$ cat config.mk
export PLATFORM = sky130hd
export DESIGN_NAME = branch_resolver
export DESIGN_NICKNAME = d
export VERILOG_FILES = /design/src/rtl/ctrl_pkg.sv /design/src/rtl/branch_cond.sv /design/src/rtl/branch_resolver.sv
export SDC_FILE = /design/constraint.sdc
export NUM_CORES = 1
export LEC_CHECK = 0
export CAP_MARGIN = 20
export CORE_UTILIZATION = 35
export CTS_BUF_LIST = sky130_fd_sc_hd__clkbuf_16
export CTS_CLUSTER_SIZE = 28
export DETAILED_ROUTE_END_ITERATION = 8
export PLACE_DENSITY = 0.68
export SLEW_MARGIN = 20
export SYNTH_ARGS = -nofsm -noshare
export SYNTH_HDL_FRONTEND = slang
export SYNTH_SLANG_ARGS = --single-unit
$ cat constraint.sdc
create_clock -name clock -period 9.3 [get_ports clock]
set_clock_uncertainty 0.15 [all_clocks]
set_input_delay 0.93 -clock clock [delete_from_list [all_inputs] [get_ports clock]]
set_output_delay 0.93 -clock clock [all_outputs]
set_load 0.005 [all_outputs]
$ cat src/rtl/ctrl_pkg.sv
// ctrl_pkg: shared decode bit positions, resolver state encoding and defaults
package ctrl_pkg;
  localparam int SHADOW_DEFAULT = 3;
  localparam int D_BLT = 0;
  localparam int D_BNE = 1;
  localparam int D_BEX = 2;
  localparam int D_JAL = 3;
  localparam int D_J   = 4;
  localparam int D_JR  = 5;
  localparam int D_W   = 6;
  typedef enum logic {ST_RESOLVE = 1'b0, ST_SHADOW = 1'b1} state_e;
endpackage

$ cat src/rtl/branch_cond.sv
// branch_cond: combinational not-equal, signed less-than and rstatus non-zero evaluation
module branch_cond #(
  parameter int PC_W = 32
) (
  input  logic [PC_W-1:0] rd_i,
  input  logic [PC_W-1:0] rs_i,
  input  logic [PC_W-1:0] rstatus_i,
  output logic            ne_o,
  output logic            lt_o,
  output logic            nz_o
);
  logic [PC_W:0] diff;
  // one extra sign bit keeps the difference exact, so overflow cannot flip lt
  assign diff = {rd_i[PC_W-1], rd_i} - {rs_i[PC_W-1], rs_i};
  assign ne_o = |(rd_i ^ rs_i);
  assign lt_o = diff[PC_W];
  assign nz_o = |rstatus_i;
endmodule

$ cat src/rtl/branch_resolver.sv
// branch_resolver: execute-stage branch/jump resolution, PC redirect, wrong-path squash and statistics
module branch_resolver
  import ctrl_pkg::*;
#(
  parameter int PC_W   = 32,
  parameter int TGT_W  = 27,
  parameter int SHADOW = SHADOW_DEFAULT,
  parameter int CNT_W  = 16
) (
  input  logic             clock,
  input  logic             reset,
  input  logic             stall,
  input  logic             valid_x,
  input  logic             is_bne,
  input  logic             is_blt,
  input  logic             is_j,
  input  logic             is_jal,
  input  logic             is_jr,
  input  logic             is_bex,
  input  logic [PC_W-1:0]  pc_x,
  input  logic [PC_W-1:0]  imm,
  input  logic [TGT_W-1:0] target,
  input  logic [PC_W-1:0]  rd_val,
  input  logic [PC_W-1:0]  rs_val,
  input  logic [PC_W-1:0]  rstatus_val,
  output logic             redirect,
  output logic [PC_W-1:0]  redirect_pc,
  output logic             squash,
  output logic [CNT_W-1:0] branch_count,
  output logic [CNT_W-1:0] taken_count
);
  state_e           state_q;
  logic [1:0]       sh_cnt_q;
  logic             redirect_q;
  logic [PC_W-1:0]  redirect_pc_q;
  logic [CNT_W-1:0] branch_count_q, branch_count_d, taken_count_q, taken_count_d;
  logic [D_W-1:0]   dec;
  logic             ne, lt, nz, resolve, cond, taken;
  logic [PC_W-1:0]  tgt;
  assign dec = {is_jr, is_j, is_jal, is_bex, is_bne, is_blt};
  branch_cond #(.PC_W(PC_W)) u_cond (
    .rd_i(rd_val), .rs_i(rs_val), .rstatus_i(rstatus_val),
    .ne_o(ne), .lt_o(lt), .nz_o(nz)
  );
  always_comb begin
    resolve = valid_x & ~stall & (state_q == ST_RESOLVE) & (|dec);
    cond = (dec[D_JR] | dec[D_J] | dec[D_JAL]) ? 1'b1 :
           dec[D_BEX] ? nz : dec[D_BNE] ? ne : lt;
    taken = resolve & cond;
    tgt = dec[D_JR] ? rd_val :
          (dec[D_J] | dec[D_JAL] | dec[D_BEX]) ? PC_W'(target) :
          pc_x + PC_W'(1) + imm;
    branch_count_d = branch_count_q + CNT_W'(resolve && branch_count_q != '1);
    taken_count_d = taken_count_q + CNT_W'(taken && taken_count_q != '1);
  end
  always_ff @(posedge clock) begin
    if (reset) begin
      state_q        <= ST_RESOLVE;
      sh_cnt_q       <= '0;
      redirect_q     <= 1'b0;
      redirect_pc_q  <= '0;
      branch_count_q <= '0;
      taken_count_q  <= '0;
    end else begin
      redirect_q     <= taken;
      branch_count_q <= branch_count_d;
      taken_count_q  <= taken_count_d;
      if (taken) begin
        redirect_pc_q <= tgt;
        state_q       <= ST_SHADOW;
        sh_cnt_q      <= 2'(SHADOW - 1);
      end else if (state_q == ST_SHADOW && !stall) begin
        if (sh_cnt_q == 2'd0) state_q <= ST_RESOLVE;
        else sh_cnt_q <= sh_cnt_q - 2'd1;
      end
    end
  end
  assign redirect     = redirect_q;
  assign redirect_pc  = redirect_pc_q;
  assign squash       = valid_x & ~reset & (state_q == ST_SHADOW);
  assign branch_count = branch_count_q;
  assign taken_count  = taken_count_q;
endmodule

### After elaboration in Yosys (flattened, before gate mapping)

Index checks and enable logic that the tools add are counted.

| storage, ports and cells | value |
|---|---|
| register bits | 68 |
| input port bits | 197 |
| output and inout bits | 66 |

| cells by class | value |
|---|---|
| add/sub/neg operators | 6 |
| equality and inequality tests | 3 |
| mux-type cells | 11 |
| bitwise gates (word level) | 15 |
| reduce and logical (&&, ||, !) cells | 14 |

Operators by type and width:

| cell | count |
|---|---|
| $mux W32 | 2 |
| $reduce_or A32 Y1 | 2 |
| $sub A32 B32 Y33 | 1 |
| $add A16 B1 Y16 | 2 |
| $add A32 B1 Y32 const B | 1 |
| $add A32 B32 Y32 | 1 |
| $ne A16 B16 Y1 const B | 2 |
| $xor A32 B32 Y32 | 1 |
| $and A1 B1 Y1 | 6 |
| $mux W1 | 6 |
| $mux W2 | 3 |
| $reduce_and A2 Y1 | 3 |
| $reduce_or A6 Y1 | 1 |
| $not A1 Y1 | 4 |
| $or A1 B1 Y1 | 4 |
| $reduce_bool A2 Y1 | 2 |
| $logic_and A1 B1 Y1 | 3 |
| $logic_not A2 Y1 | 1 |
| $ne A2 B2 Y1 const B | 1 |
| $reduce_or A2 Y1 | 1 |
| $sub A2 B1 Y2 const B | 1 |
| $logic_not A1 Y1 | 1 |

### Logic depth before layout (Yosys ltp)

Gate-level depths: netlist of run 1.

| depth | value |
|---|---|
| word-level depth | 8 |
| depth in mapped cells | 17 |
| depth with buffers taken out | 15 |

### By module

Synthesis of run 1 repeated with hierarchy kept, for this count alone.

| second synthesis, totals | value |
|---|---|
| cells, all modules | 782 |
| area total of the unflattened synthesis | 5855.6 µm² |

By module, submodules not included:

| module | instances | cells each | area an instance (µm²) | seq. area each (µm²) |
|---|---|---|---|---|
| branch_resolver | 1 | 659 | 4972.3 | 1361.3 |
| branch_cond | 1 | 123 | 883.3 | 0.0 |

### Least setup slack after synthesis of run 1

No wires, ideal clock.

| timing path | value |
|---|---|
| path type | in2reg |
| from | in rs_val[7] |
| to | reg taken_count_q[14], in the netlist taken_count[14] |
| setup time | 0.070 ns |
| arrival | 3.765 ns |
| data required time | 9.080 ns |
| path slack | 5.314 ns |
| stages on the path | 17 |
| cells stage by stage | inv_1 ha_1 a21oi_1 o21ai_1 a211o_1 o32a_1 o211ai_2 nand2_1 buf_6 buf_4 a41oi_1 ha_1 ha_1 and3_1 nand2_1 or3_1 a21oi_1 |

| between the ends | value |
|---|---|
| cells in the longest elaborated chain, start to end | 8 |
| elaborated cells on any way between the ends | 9 |

Ends and longest elaborated chain:

| what | RTL line | text |
|---|---|---|
| start, declared | branch_resolver.sv:24 | `input logic [PC_W-1:0] rs_val,` |
| parallel branches: the longest is 2 deep, another holds $sub A32 B32 Y33 | -- |  |
| $mux W1 (*) (2 in a row) | branch_resolver.sv:48 | `dec[D_BEX] ? nz : dec[D_BNE] ? ne : lt;` |
| $mux W1 (*) | branch_resolver.sv:47 | `cond = (dec[D_JR] \| dec[D_J] \| dec[D_JAL]) ? 1'b1 :` |
| $and A1 B1 Y1 (*) | branch_resolver.sv:49 | `taken = resolve & cond;` |
| $logic_and A1 B1 Y1 (*) | branch_resolver.sv:54 | `taken_count_d = taken_count_q + CNT_W'(taken && taken_count_q != '1);` |
| $add A16 B1 Y16 (*) | branch_resolver.sv:54 |  |
| end signal, assigned | branch_resolver.sv:67 | `taken_count_q <= taken_count_d;` |
| end, declared | branch_resolver.sv:36 | `logic [CNT_W-1:0] branch_count_q, branch_count_d, taken_count_q, taken_count_d;` |

Every way passes the cells marked *.
A chain may end at the register's enable or synchronous reset.

### Final worst setup path of run 1

| timing path | value |
|---|---|
| from | in rs_val[15] |
| to | reg taken_count_q[14], in the netlist taken_count[14] |

Same word-level chain as after synthesis.

==> load_flow_metrics.sql, run 1 <==
INSERT INTO impl_metrics (metric_group, metric, value, unit) VALUES
('clock_network', 'cts-buffers-inserted', '9', ''),
('floorplanning', 'core_area', '0.0168', 'mm2'),
('clock_network', 'cts.path.max_buffers', '2', ''),
('synth', 'net_count_after_synthesis', '1064', ''),
('global_routing', 'antenna_found_initial', '0', ''),
('final_layout', 'final_nets', '1309', ''),
('final_layout', 'mostFrequentLayoutCells', 'sky130_fd_sc_hd__clkdlybuf4s50_1 (260), sky130_fd_sc_hd__nand2_1 (85), sky130_fd_sc_hd__a21oi_1 (81)', ''),
('sta', 'final-max-slew-violation-count', '0', ''),
('synth', 'synthDominantAreaCellType', 'sky130_fd_sc_hd__dfxtp_1', ''),
('placed_design', 'detailedPlace.worstSlack', '4.57', 'ns'),
('sta', 'timing_hold_violations_final', '0', ''),
('floorplanning', 'num_io_pins', '263', ''),
('synth', 'dominantRegCellSynth', 'sky130_fd_sc_hd__dfxtp_1', ''),
('placed_design', 'finalWeightedCongestion', '0.903', ''),
('global_routing', 'largest_net_degree_at_the_start_of_global_routing', '56', ''),
('critical_path', 'max_stage_delay', '0.52', 'ns'),
('sta', 'totalNegativeSetupSlack', '0', 'ns'),
('sta', 'grt_setup_unrepaired', 'false', ''),
('pwr', 'total_leakage_power', '3.64', 'nW'),
('critical_path', 'worst_setup_path_end_kind', 'flip-flop', ''),
('synth', 'synthArstFlopShare', '0', ''),
('synth', 'post_synthesis_sequential_element_count', '68', ''),
('floorplanning', 'die_y', '134', 'um'),
('global_routing', 'via_count_of_the_first_global_routing_pass', '6516', ''),
('critical_path', 'worstRegToRegCells', '12', ''),
('min_path', 'hold-path-cell-count', '2', ''),
('detailed_routing', 'drt-wirelength-per-cell', '17.4', 'um'),
('placed_design', 'io_buffers', '262', ''),
('synth', 'syn-instance-count', '798', ''),
('critical_path', 'worstSetupPathDepth', '16', ''),
('synth', 'post_synth.cell_area_avg', '7.65', 'um2'),
('sta', 'timing.final.setup_violations', '0', ''),
('clock_network', 'post_cts.repair.setup_buffers', '0', ''),
('detailed_routing', 'vias', '6787', ''),
('global_routing', 'global_route_total_usage_across_every_layer', '0.246', ''),
('global_routing', 'grt_util_met1', '0.331', ''),
('pwr', 'power-per-cell-area', '114', 'mW/mm2'),
('synth', 'yosysTopAreaCellShare', '0.223', ''),
('sta', 'fin_hold_ws', '0.303', 'ns'),
('critical_path', 'crit_path_max_fanout', '3', ''),
('critical_path', 'worstPathArrival', '4.43', 'ns'),
('clock_network', 'worst_setup_hold_path_clk_slew', '0.05', 'ns'),
('clock_network', 'clock-sinks', '68', ''),
('critical_path', 'path_cells', 'clkdlybuf4s50_1, inv_1, ha_1, nand4_1, nor4_1, a21boi_1, o32a_1, o41a_1, nand2_1, a41oi_1, ha_1, ha_1, and3_1, nand2_1, or3_1, a21oi_1', ''),
('final_layout', 'num_antenna_cells', '0', ''),
('sta', 'tightestPinTransition', '0.652', 'ns'),
('global_routing', 'grt_pass1_wl', '34500', 'um'),
('final_layout', 'multi_input_area', '0.00439', 'mm2'),
('critical_path', 'regToRegSetupSlack', '6.29', 'ns'),
('synth', 'yosysUniqueCellTypes', '76', ''),
('floorplanning', 'floorplan.die.width', '134', 'um'),
('clock_network', 'tritoncts', 'done', ''),
('detailed_routing', 'detail-route-antenna-nets', '0', ''),
('synth', 'yosysWarnings', '0', ''),
('sta', 'timing.final.crit_period', '4.32', 'ns'),
('detailed_routing', 'drt_pass1_iterations', '4', ''),
('clock_network', 'ctsHoldBuffers', '0', ''),
('final_layout', 'layout-drive-gt1-share', '0.0448', ''),
('critical_path', 'worst_setup_path_category', 'primary input to flip-flop', ''),
('synth', 'synth.area.top_cells', 'sky130_fd_sc_hd__dfxtp_1 (22%), sky130_fd_sc_hd__ha_1 (14%), sky130_fd_sc_hd__a21oi_1 (6.6%)', ''),
('global_routing', 'top_usage_layer', 'met2', ''),
('sta', 'max-slew-margin-rel', '0.565', ''),
('critical_path', 'worst_path_most_repeated_cell', 'sky130_fd_sc_hd__ha_1', ''),
('sta', 'setup_slack', '4.98', 'ns'),
('final_layout', 'n_fill_cell', '1711', ''),
('global_routing', 'grt_use_met3', '0.0397', ''),
('detailed_routing', 'vias_per_cell', '5.35', ''),
('final_layout', 'sequential_cell_area', '0.00136', 'mm2'),
('status', 'status', 'complete, no violations', ''),
('floorplanning', 'placement_rows', '47', ''),
('critical_path', 'cp.buffers_inverters', '2', '');
==> final timing paths <==
check | endpoint | from
max | taken_count[14] | rs_val[15]
min | redirect_pc[5] | redirect_pc[5]
max reg2reg | taken_count[14] | state_q
min reg2reg | redirect_pc[5] | redirect_pc[5]
==> cells in the mapped netlist, types with 3 or more instances <==
cell type	number
sky130_fd_sc_hd__buf_4	3
sky130_fd_sc_hd__a41oi_1	3
sky130_fd_sc_hd__a211oi_2	3
sky130_fd_sc_hd__and4_1	3
sky130_fd_sc_hd__nand2_1	85
sky130_fd_sc_hd__o41ai_1	3
sky130_fd_sc_hd__buf_2	4
sky130_fd_sc_hd__o21bai_1	3
sky130_fd_sc_hd__nor2b_1	11
sky130_fd_sc_hd__ha_1	68
sky130_fd_sc_hd__o21ai_0	35
sky130_fd_sc_hd__and2_1	8
sky130_fd_sc_hd__a211oi_1	13
sky130_fd_sc_hd__or3_1	11
sky130_fd_sc_hd__dfxtp_1	68
sky130_fd_sc_hd__buf_1	3
sky130_fd_sc_hd__xnor2_1	14
sky130_fd_sc_hd__mux2i_1	4
sky130_fd_sc_hd__buf_6	5
sky130_fd_sc_hd__o21a_1	8
sky130_fd_sc_hd__nor3_1	20
sky130_fd_sc_hd__nor4_1	13
sky130_fd_sc_hd__o221ai_1	3
sky130_fd_sc_hd__nand2b_1	5
sky130_fd_sc_hd__clkbuf_1	20
sky130_fd_sc_hd__nand3_1	32
sky130_fd_sc_hd__xor2_1	24
sky130_fd_sc_hd__nand4_1	15
sky130_fd_sc_hd__a21o_1	14
sky130_fd_sc_hd__o21ai_1	6
sky130_fd_sc_hd__a21oi_2	3
sky130_fd_sc_hd__a21oi_1	81
sky130_fd_sc_hd__nor2_1	63
sky130_fd_sc_hd__and3_1	14
sky130_fd_sc_hd__a31oi_1	7
sky130_fd_sc_hd__o31ai_1	9
sky130_fd_sc_hd__o211ai_1	16
sky130_fd_sc_hd__a211o_1	3
sky130_fd_sc_hd__inv_1	47
==> worst register-to-register path: cells and delay by family (launching register included) <==
family | cells | cell delay [ns]
compound gates | 4 | 0.82
fa+ha+maj | 2 | 0.36
flops | 1 | 0.35
simple gates | 6 | 1.24
==> logic make-up (layout without fill, tap and decap cells) <==
kind of cell	count (synthesis)	in the layout	share of synthesized area
xor+xnor	38	38	0.0545
buf+inv	82	332	0.0592
fa+ha+maj	69	69	0.143
mux	5	5	0.00840
flops	68	68	0.223
simple gates	291	291	0.231
compound gates	245	245	0.281
==> through the flow <==
step | utilization | cell area (um2) | instances
after floorplan | - | 6110 | 798
after global routing | 0.548 | 9210 | 1268
final | 0.548 | 9210 | 1268
after detailed placement | 0.527 | 8870 | 1252
after global placement | 0.527 | 8870 | 1252
after CTS | 0.548 | 9210 | 1268
==> sequential cells by signal (all words and copies together) (netlist names) <==
signal	cells
redirect_pc	32
state_q	1
sh_cnt_q	2
branch_count	16
taken_count	16
redirect	1
==> final cells by class <==
type,instances,share of cell area
Clock buffer,9,0.0245
Clock inverter,7,0.0126
Inverter,47,0.0192
Multi-Input combinational cell,648,0.477
Sequential cell,68,0.148
Tap cell,220,0.0299
Timing Repair Buffer,269,0.289
==> per-layer routing <==
layer,share of wire,up-vias
met5,0,-
met4,0.016,0
met3,0.054,23
met2,0.46,239
met1,0.47,3106
li1,-,3419
==> report_power, final <==
group | leakage, nW | switching [mW] | internal (mW)
sequential | 0.553 | 0.00667 | 0.302
combinational | 2.92 | 0.166 | 0.176
clock | 0.171 | 0.140 | 0.261
No activity file was read; power rests on OpenSTA's default activity.
==> run 2: changes to the inputs <==
==> constraint.sdc (replaced) <==
create_clock -name clock -period 4.06 [get_ports clock]
set_clock_uncertainty 0.15 [all_clocks]
set_input_delay 0.406 -clock clock [delete_from_list [all_inputs] [get_ports clock]]
set_output_delay 0.406 -clock clock [all_outputs]
set_load 0.005 [all_outputs]
==> run 2 against run 1 <==
Against the previous run: sequential share of layout area hardly changed; highest routed layer is now met5; combinational power up 130%; wire length increased by 0.42%; global-route usage rose by 0.16 points; die area is the same; non-clock buffer count rose by 6.
==> load_flow_metrics.sql, run 2 (synthesis gave the netlist of run 1 again) <==
INSERT INTO impl_metrics (metric_group, metric, value, unit) VALUES
('status', 'status', 'complete, no violations', ''),
('sta', 'timing_hold_violations_final', '0', ''),
('floorplanning', 'num_io_pins', '263', ''),
('detailed_routing', 'vias_per_cell', '5.41', ''),
('global_routing', 'via_count_of_the_first_global_routing_pass', '6635', ''),
('detailed_routing', 'wirelength', '22200', 'um'),
('placed_design', 'io_buffers', '262', ''),
('final_layout', 'num_antenna_cells', '0', ''),
('final_layout', 'final_core_util', '0.549', ''),
('final_layout', 'n_fill_cell', '1632', ''),
('placed_design', 'dpl.cell_count', '1258', ''),
('sta', 'final-max-slew-violation-count', '0', ''),
('critical_path', 'setup.worst_path.start_class', 'primary input', ''),
('final_layout', 'mostFrequentLayoutCells', 'sky130_fd_sc_hd__clkdlybuf4s50_1 (260), sky130_fd_sc_hd__nand2_1 (85), sky130_fd_sc_hd__a21oi_1 (81)', ''),
('placed_design', 'finalWeightedCongestion', '0.924', ''),
('final_layout', 'area.growth.synth_to_final', '51.1', '%'),
('global_routing', 'grt_pass1_wl', '34600', 'um'),
('floorplanning', 'die_y', '134', 'um'),
('pwr', 'total_power', '2.35', 'mW'),
('floorplanning', 'placement_rows', '47', ''),
('critical_path', 'worstRegToRegCells', '12', ''),
('sta', 'max-slew-margin-rel', '0.510', ''),
('critical_path', 'crit_path_max_fanout', '3', ''),
('min_path', 'hold-path-cell-count', '2', ''),
('pwr', 'power-per-cell-area', '255', 'mW/mm2'),
('clock_network', 'cts.path.max_buffers', '2', ''),
('floorplanning', 'core_area', '0.0168', 'mm2'),
('floorplanning', 'dieArea', '0.0180', 'mm2'),
('sta', 'timing.final.crit_period', '3.70', 'ns'),
('detailed_routing', 'drt_pass1_iterations', '5', ''),
('final_layout', 'most_common_cell_after_layout_fill_and_taps_aside', 'sky130_fd_sc_hd__clkdlybuf4s50_1', ''),
('clock_network', 'clock-sinks', '68', ''),
('critical_path', 'cpMaxStageDelayCell', 'sky130_fd_sc_hd__nor4_1', ''),
('clock_network', 'buffer_cell_driving_the_clock_tree_root', 'sky130_fd_sc_hd__clkbuf_16', ''),
('critical_path', 'worst_path_most_repeated_cell', 'sky130_fd_sc_hd__ha_1', ''),
('clock_network', 'tritoncts', 'done', ''),
('global_routing', 'largest_net_degree_at_the_start_of_global_routing', '64', ''),
('clock_network', 'cts.htree.levels', '3', ''),
('sta', 'layout_worst_path_cycle_share', '0.911', ''),
('run', 'drv.max_cap_violation_count', '0', ''),
('clock_network', 'clock_insertion_delay_worst_skew', '0.34', 'ns'),
('clock_network', 'ctsHoldBuffers', '0', ''),
('sta', 'tightestPinTransition', '0.735', 'ns'),
('final_layout', 'layoutNonFillerInstCount', '1274', ''),
('critical_path', 'worst_setup_path_category', 'primary input to flip-flop', ''),
('pwr', 'vdd.ir_drop.worst', '0.000192', 'V'),
('floorplanning', 'floorplan.die.width', '134', 'um'),
('placed_design', 'detailed_place_hpwl', '17900', 'um'),
('critical_path', 'worstPathArrival', '3.81', 'ns'),
('sta', 'highest_achievable_clock_rate', '270', 'MHz'),
('clock_network', 'cts-buffers-inserted', '9', ''),
('critical_path', 'max_stage_delay', '0.47', 'ns'),
('global_routing', 'grt_overflow', '0', ''),
('clock_network', 'postcts_resize_cnt', '0', ''),
('final_layout', 'layout-drive-gt1-share', '0.0503', ''),
('detailed_routing', 'drt-wirelength-per-cell', '17.4', 'um'),
('final_layout', 'largest_register_ffs', '32', ''),
('detailed_routing', 'detail-route-antenna-nets', '0', ''),
('clock_network', 'post_cts.repair.setup_buffers', '0', ''),
('critical_path', 'worst_setup_path_end_kind', 'flip-flop', ''),
('critical_path', 'path_cells', 'clkdlybuf4s50_1, inv_1, ha_1, nand4_1, nor4_1, a21boi_1, o32a_1, o41a_1, nand2_1, a41oi_1, ha_1, ha_1, and3_1, nand2_1, or3_1, a21oi_1', ''),
('sta', 'grt_setup_unrepaired', 'false', ''),
('global_routing', 'global_route_total_usage_across_every_layer', '0.247', ''),
('global_routing', 'antenna_found_initial', '1', ''),
('clock_network', 'worst_setup_hold_path_clk_slew', '0.05', 'ns'),
('pwr', 'total_leakage_power', '3.65', 'nW'),
('min_path', 'worst_hold_path_type', 'flip-flop to flip-flop', ''),
('floorplanning', 'floorplan.initialDensity', '0.363', ''),
('final_layout', 'final_nets', '1315', ''),
('critical_path', 'critical_path_required', '4.17', 'ns'),
('detailed_routing', 'vias', '6893', ''),
('detailed_routing', 'drt_drc_violations_left', '0', ''),
('sta', 'timing.final.setup_violations', '0', ''),
('sta', 'totalNegativeSetupSlack', '0', 'ns'),
('detailed_routing', 'dr_iter_0_viols', '274', '');
[run 2: cell count changes in the layout (fill, tap and decap cells not counted), sizes merged]
cell      delta
clkinvlp     +2
buf          +6
bufinv       -1
clkinv       -1
[run 2: layer usage]
layer / share of wire / track usage
met3: 0.062 / 0.0348
met4: 0.025 / 0.0849
met1: 0.45 / 0.330
met2: 0.46 / 0.406
met5: 0.00050 / 0
[run 2: critical path, delay by kind of cell]
family | cells | cell delay (ns)
simple gates | 6 | 1.29
fa+ha+maj | 3 | 0.66
buf+inv | 2 | 0.49
compound gates | 5 | 0.94
[run 2: worst paths after layout]
check	slack, ns	from	to
worst min register to register	0.30	redirect_pc[1]	redirect_pc[1]
worst max-delay path	0.36	rs_val[15]	taken_count[14]
worst max register to register	1.13	state_q	taken_count[14]
worst min-delay path	0.30	redirect_pc[1]	redirect_pc[1]
[run 2: where the power goes]
part	internal [mW]	leakage (nW)	switching, mW	total, mW
Sequential	0.692	0.553	0.0149	0.707
Combinational	0.408	2.94	0.381	0.789
Clock	0.536	0.153	0.322	0.858
[run 2: stage by stage]
step	hold WS (ns)	instance area, um2	worst slack [ns]
floorplan	0.298	6110	0.598
global placement	0.293	8910	0.0982
detailed placement	0.297	8910	-0.0229
CTS	0.305	9230	0.320
global route	0.322	9230	0.0400
finish	0.304	9230	0.360
[run 2: layout make-up]
type	count	area (um2)	area share
inverter	47	176	0.0191
timing repair buffer	275	2710	0.294
clock buffer	9	225	0.0244
multi-input combinational	648	4390	0.476
tap	220	275	0.0298
sequential	68	1360	0.147
clock inverter	7	92.6	0.0100
